## src/rtl/cpu_pkg.sv

```systemverilog
// Shared definitions for the decode/execute pipeline slice.
//   DEF_DATA_W / DEF_REG_ADDR_W / DEF_CTRL_W : default widths
//   CTRL_* : bit positions inside the decoded control bundle
//   CTRL_NOP : control bundle carried by a bubble
package cpu_pkg;

   localparam int DEF_DATA_W     = 32;
   localparam int DEF_REG_ADDR_W = 5;
   localparam int DEF_CTRL_W     = 8;

   localparam int CTRL_REG_WRITE = 0;
   localparam int CTRL_MEM_READ  = 1;
   localparam int CTRL_MEM_WRITE = 2;
   localparam int CTRL_MEM_TO_REG = 3;
   localparam int CTRL_ALU_SRC   = 4;
   localparam int CTRL_REG_DST   = 5;
   localparam int CTRL_ALU_OP_LO = 6;
   localparam int CTRL_ALU_OP_HI = 7;

   localparam logic [DEF_CTRL_W-1:0] CTRL_NOP = '0;

endpackage

```

## src/rtl/hazard_detect_unit.sv

```systemverilog
// Combinational RAW hazard detector for the ID stage.
// Ports:
//   ex_valid, ex_reg_write, ex_mem_read, ex_dst : producer currently in EX
//   mem_reg_write, mem_dst                      : producer currently in MEM
//   id_rs, id_rt                                : consumer register numbers in ID
//   hazard                                      : ID instruction must wait
// Build option FORWARDING_EN: when defined only load-use stalls (everything
// else is forwarded); otherwise any RAW against EX or MEM stalls.
module hazard_detect_unit
   import cpu_pkg::*;
#(
   parameter int REG_ADDR_W = DEF_REG_ADDR_W
) (
   input  logic                  ex_valid,
   input  logic                  ex_reg_write,
   input  logic                  ex_mem_read,
   input  logic [REG_ADDR_W-1:0] ex_dst,
   input  logic                  mem_reg_write,
   input  logic [REG_ADDR_W-1:0] mem_dst,
   input  logic [REG_ADDR_W-1:0] id_rs,
   input  logic [REG_ADDR_W-1:0] id_rt,
   output logic                  hazard
);

   logic ex_match;
   logic mem_match;

   // Register 0 is hardwired, so it never creates a dependency.
   assign ex_match  = ex_valid && (ex_dst != '0) &&
                      ((ex_dst == id_rs) || (ex_dst == id_rt));
   assign mem_match = mem_reg_write && (mem_dst != '0) &&
                      ((mem_dst == id_rs) || (mem_dst == id_rt));

`ifdef FORWARDING_EN
   assign hazard = ex_match && ex_mem_read;

   logic unused_nofwd;
   assign unused_nofwd = ex_reg_write ^ mem_match;
`else
   // WB is not checked: the register file writes on negedge, so decode
   // already sees the WB value in the same cycle.
   assign hazard = (ex_match && ex_reg_write) || mem_match;

   logic unused_fwd;
   assign unused_fwd = ex_mem_read;
`endif

endmodule

```

## src/rtl/id_ex_pipeline_reg.sv

```systemverilog
// Decode -> execute pipeline register with RAW/load-use stall, branch flush
// and downstream back-pressure.
// Ports:
//   clk, reset (async, active-low)
//   id_*            : instruction in decode (valid, operands, regs, imm, ctrl)
//   flush           : branch taken in EX, turn the ID instruction into a bubble
//   stall_ext       : downstream busy, hold EX contents
//   mem_*, wb_*     : later-stage producers (hazard check / forwarding)
//   ex_*            : registered EX-stage view (ex_opA/ex_opB possibly forwarded)
//   id_stall        : combinational, hold PC and IF/ID this cycle
// Build option FORWARDING_EN: enables MEM/WB operand forwarding onto
// ex_opA/ex_opB and relaxes the stall rule to load-use only.
module id_ex_pipeline_reg
   import cpu_pkg::*;
#(
   parameter int DATA_W     = DEF_DATA_W,
   parameter int REG_ADDR_W = DEF_REG_ADDR_W,
   parameter int CTRL_W     = DEF_CTRL_W
) (
   input  logic                  clk,
   input  logic                  reset,
   input  logic                  id_valid,
   input  logic [DATA_W-1:0]     id_Read_Data_1,
   input  logic [DATA_W-1:0]     id_Read_Data_2,
   input  logic [REG_ADDR_W-1:0] id_rs,
   input  logic [REG_ADDR_W-1:0] id_rt,
   input  logic [REG_ADDR_W-1:0] id_rd,
   input  logic [DATA_W-1:0]     id_imm,
   input  logic [CTRL_W-1:0]     id_ctrl,
   input  logic                  flush,
   input  logic                  stall_ext,
   input  logic                  mem_reg_write,
   input  logic [REG_ADDR_W-1:0] mem_dst,
   input  logic [DATA_W-1:0]     mem_result,
   input  logic                  wb_reg_write,
   input  logic [REG_ADDR_W-1:0] wb_dst,
   input  logic [DATA_W-1:0]     wb_result,
   output logic                  ex_valid,
   output logic [CTRL_W-1:0]     ex_ctrl,
   output logic [REG_ADDR_W-1:0] ex_rs,
   output logic [REG_ADDR_W-1:0] ex_rt,
   output logic [REG_ADDR_W-1:0] ex_dst,
   output logic [DATA_W-1:0]     ex_imm,
   output logic [DATA_W-1:0]     ex_opA,
   output logic [DATA_W-1:0]     ex_opB,
   output logic                  id_stall
);

   logic                  ex_valid_q, ex_valid_d;
   logic [CTRL_W-1:0]     ex_ctrl_q,  ex_ctrl_d;
   logic [REG_ADDR_W-1:0] ex_rs_q,    ex_rs_d;
   logic [REG_ADDR_W-1:0] ex_rt_q,    ex_rt_d;
   logic [REG_ADDR_W-1:0] ex_dst_q,   ex_dst_d;
   logic [DATA_W-1:0]     ex_imm_q,   ex_imm_d;
   logic [DATA_W-1:0]     ex_opa_q,   ex_opa_d;
   logic [DATA_W-1:0]     ex_opb_q,   ex_opb_d;
   logic                  hazard;

   hazard_detect_unit #(
      .REG_ADDR_W (REG_ADDR_W)
   ) u_hazard (
      .ex_valid      (ex_valid_q),
      .ex_reg_write  (ex_ctrl_q[CTRL_REG_WRITE]),
      .ex_mem_read   (ex_ctrl_q[CTRL_MEM_READ]),
      .ex_dst        (ex_dst_q),
      .mem_reg_write (mem_reg_write),
      .mem_dst       (mem_dst),
      .id_rs         (id_rs),
      .id_rt         (id_rt),
      .hazard        (hazard)
   );

   // A flush discards the ID instruction, so there is nothing left to hold.
   assign id_stall = reset && !flush && id_valid && (hazard || stall_ext);

   always_comb begin
      ex_valid_d = ex_valid_q;
      ex_ctrl_d  = ex_ctrl_q;
      ex_rs_d    = ex_rs_q;
      ex_rt_d    = ex_rt_q;
      ex_dst_d   = ex_dst_q;
      ex_imm_d   = ex_imm_q;
      ex_opa_d   = ex_opa_q;
      ex_opb_d   = ex_opb_q;
      if (!stall_ext) begin
         if (flush || (id_valid && hazard)) begin
            ex_valid_d = 1'b0;
            ex_ctrl_d  = CTRL_W'(CTRL_NOP);
            ex_rs_d    = '0;
            ex_rt_d    = '0;
            ex_dst_d   = '0;
            ex_imm_d   = '0;
            ex_opa_d   = '0;
            ex_opb_d   = '0;
         end else begin
            ex_valid_d = id_valid;
            ex_ctrl_d  = id_ctrl;
            ex_rs_d    = id_rs;
            ex_rt_d    = id_rt;
            ex_dst_d   = id_ctrl[CTRL_REG_DST] ? id_rd : id_rt;
            ex_imm_d   = id_imm;
            ex_opa_d   = id_Read_Data_1;
            ex_opb_d   = id_Read_Data_2;
         end
      end
   end

   always_ff @(posedge clk or negedge reset) begin
      if (!reset) begin
         ex_valid_q <= 1'b0;
         ex_ctrl_q  <= '0;
         ex_rs_q    <= '0;
         ex_rt_q    <= '0;
         ex_dst_q   <= '0;
         ex_imm_q   <= '0;
         ex_opa_q   <= '0;
         ex_opb_q   <= '0;
      end else begin
         ex_valid_q <= ex_valid_d;
         ex_ctrl_q  <= ex_ctrl_d;
         ex_rs_q    <= ex_rs_d;
         ex_rt_q    <= ex_rt_d;
         ex_dst_q   <= ex_dst_d;
         ex_imm_q   <= ex_imm_d;
         ex_opa_q   <= ex_opa_d;
         ex_opb_q   <= ex_opb_d;
      end
   end

   assign ex_valid = ex_valid_q;
   assign ex_ctrl  = ex_ctrl_q;
   assign ex_rs    = ex_rs_q;
   assign ex_rt    = ex_rt_q;
   assign ex_dst   = ex_dst_q;
   assign ex_imm   = ex_imm_q;

`ifdef FORWARDING_EN
   // MEM holds the younger value, so it wins over WB.
   always_comb begin
      ex_opA = ex_opa_q;
      if (mem_reg_write && (mem_dst != '0) && (mem_dst == ex_rs_q))
         ex_opA = mem_result;
      else if (wb_reg_write && (wb_dst != '0) && (wb_dst == ex_rs_q))
         ex_opA = wb_result;
   end

   always_comb begin
      ex_opB = ex_opb_q;
      if (mem_reg_write && (mem_dst != '0) && (mem_dst == ex_rt_q))
         ex_opB = mem_result;
      else if (wb_reg_write && (wb_dst != '0) && (wb_dst == ex_rt_q))
         ex_opB = wb_result;
   end
`else
   assign ex_opA = ex_opa_q;
   assign ex_opB = ex_opb_q;

   logic unused_fwd;
   assign unused_fwd = ^{mem_result, wb_reg_write, wb_dst, wb_result};
`endif

endmodule

```

## config.mk

```make
export PLATFORM = sky130hd
export DESIGN_NAME = id_ex_pipeline_reg
export DESIGN_NICKNAME = d
export VERILOG_FILES = /design/src/rtl/cpu_pkg.sv /design/src/rtl/hazard_detect_unit.sv /design/src/rtl/id_ex_pipeline_reg.sv
export SDC_FILE = /design/constraint.sdc
export NUM_CORES = 1
export LEC_CHECK = 0
export ABC_CLOCK_PERIOD_IN_PS = 2630
export BUFFER_PORTS_ARGS = -buffer_cell sky130_fd_sc_hd__buf_2
export CAP_MARGIN = 25
export CORE_MARGIN = 10
export CORE_UTILIZATION = 41
export DETAILED_ROUTE_END_ITERATION = 8
export HOLD_SLACK_MARGIN = 0.05
export PLACE_DENSITY = 0.9
export SYNTH_ARGS = -nofsm -noshare
export SYNTH_HDL_FRONTEND = slang
export SYNTH_HIERARCHICAL = 1
export SYNTH_SLANG_ARGS = --single-unit
export TNS_END_PERCENT = 100
```

## constraint.sdc

```tcl
create_clock -name clk -period 2.63 [get_ports clk]
set_input_delay 0.526 -clock clk [delete_from_list [all_inputs] [get_ports clk]]
set_output_delay 0.526 -clock clk [all_outputs]
set_load 0.03 [all_outputs]
```

==> run summary <==
nets@finish: 762
global-route wire length before repair: 21.96 mm
synth warn: 6
DR pass1 iterations: 4
die area: 15660 µm²
Avg Synthesized Cell Area: 14.53 µm²
total power: 5.190 mW
Fillers: 862
Synth Net Count: 512
grt total ovfl: 0
critical path class: flop to primary output
number of diodes: 0
via count: 3763
ANT nets after route: 0
DR iter-0 viols: 250
cts hold-fix bufs: 0
Fin Clk Skew: 9.597 ps
core area: 10840 µm²
Final Hold Fails: 0
Worst Path Max Fanout: 4
Max Buffers Root-to-Sink: 2
final worst path period share: 97.57%
crit start category: flop
row count: 38
io pins: 321
peak supply drop: 0.4370 mV
register area share after synthesis: 66.26%
DP HPWL: 10.37 mm
crit path DAT: 2040 ps
Final GP Congestion: 0.9071
Worst-Margin Slew: 642.7 ps
Post-Synthesis Cells: 312
Setup Viol. Count Final: 0
vias per cell: 5.263
H-tree Lvls: 4
Achievable Freq: 0.3897 GHz
GRT Util Overall: 17.10%
power density over the cells: 794.5 nW/µm²
Hold Crit Class: input pin to async pin
# DRC: 0
CTS clk-pin slew, worst paths: 60 ps
proportion of layout cells with a drive suffix above 1: 52.35%
synthesis-to-layout area growth: 44.15%
Root Buffer: clkbuf_8
CTS tree: built
port buffer count: 250
Die Ht: 125.1 µm
RSZ-0062 raised after global routing: true
wire per inst: 19.67 µm
Pins Over Slew Limit: 0
Synth cell types: 18
leakage power: 3.593 nW
Rel. slew slack: 57.16%
Synth Register Bits: 120
post-layout min period: 2566 ps
CP endpoint kind: primary output
largest net degree at the start of global routing: 121
Final Worst Setup Slack: 63.94 ps
WP data required: 2100 ps
vias in the first global route: 4111
Die Width: 125.1 µm
Final Routed Wirelength: 14.07 mm
pre-CTS WS: 194.3 ps
status: finished clean
commonest non-fill, non-tap cell in the layout: buf_2
Clock Sinks: 120
Num CTS Buffers: 17
antenna violations before repair: 0
Initial Util: 41.81%
clock latency on the worst-skew pair: 490 ps
commonest cells after routing, fill and taps aside: buf_2 (247), a22o_1 (120), dfrtp_1 (117), xor2_1 (20), clkbuf_16 (16)
post-synthesis cell area: 4532 µm²
max-cap violations: 0
through the flow:
step / instance area (µm²) / hold WS, ps / std cells / setup TNS [ps] / util [%]
finish: 6533 / 142.3 / 715 / 0 / 60.26
global route: 6533 / 184.3 / 715 / -44.17 / 60.26
floorplan: 4532 / 230.4 / 312 / 0 / -
detailed placement: 5917 / 492.5 / 679 / 0 / 54.58
CTS: 6524 / 163.1 / 714 / 0 / 60.18
global placement: 5917 / 487.3 / 679 / 0 / 54.58
cell usage after synthesis, drive strengths merged:
cell / instances / area share, %
a211oi: 1 / 0.28
a22o: 120 / 23
a22oi: 2 / 0.33
buf: 16 / 1.8
clkbuf: 12 / 0.99
dfrtp: 120 / 66
mux2: 5 / 1.2
nand2: 1 / 0.083
nor2: 5 / 0.41
nor3: 5 / 0.55
o211ai: 1 / 0.28
o21ai: 1 / 0.11
o22ai: 1 / 0.14
or4: 2 / 0.41
xor2: 20 / 3.9
cells by family (layout without fill, tap and decap cells):
group | count (synthesis) | in the layout | synth area share (%)
compound gates | 126 | 126 | 24.32
xor+xnor | 20 | 20 | 3.865
simple gates | 13 | 13 | 1.463
flops | 120 | 120 | 66.26
mux | 5 | 5 | 1.242
buf+inv | 28 | 291 | 2.843
critical path, cell delays in order (launching register included):
cell and delay [ps]:
dfrtp_2 430, or4_4 550, o211ai_2 160, o22ai_2 100, nor2_1 100, nor3_1 50
buf_4 160
where the power goes:
part	switching [mW]	internal [mW]	leakage, nW
Sequential	0.0930	2.00	1.56
Clock	0.789	1.40	0.274
Combinational	0.585	0.329	1.76
Total	1.47	3.72	3.59
final cells by class:
class	count	area, µm²	area share [%]
multi-input cells	164	1414	21.64
repair buffers	259	1364	20.88
clock buffers	21	449.2	6.876
flip-flops and latches	120	3007	46.03
well taps	140	175.2	2.681
clock inverters	11	123.9	1.896
state kept, by name, indices dropped and copies added, names as in the netlist:
name      cells
ex_opB       32
ex_dst        5
ex_imm       32
ex_valid      1
ex_opA       32
ex_rs         5
ex_ctrl       8
ex_rt         5
path summary, 6_finish.rpt:
| kind | endpoint | start | slack (ps) | depth (start not counted) |
|---|---|---|---|---|
| max | id_stall | ex_dst[1] | 60 | 6 |
| min | ex_ctrl[2] | reset | 140 | 2 |
| max reg2reg | ex_opA[28] | ex_dst[1] | 310 | 7 |
| min reg2reg | ex_opA[19] | ex_opA[19] | 500 | 1 |
| max in group asynchronous | ex_opA[18] | reset | 2010 | 2 |
| min in group clk | ex_opA[21] | id_Read_Data_1[21] | 240 | 2 |
per-layer routing:
metal	share of wire, %	vias up	global-route usage, %
li1	-	1706	-
met1	40	1839	19.38
met2	49	196	28.23
met3	8.3	22	7.267
met4	2.1	0	6.301
met5	0	-	0
what timing repair did:
item | CTS | global route
resized for setup | 4 | 1
setup buffers | 3 | 1
pin swaps | 1 | 2
setup endpoints to repair | 1 | 1
No activity file was read; power rests on OpenSTA's default activity.
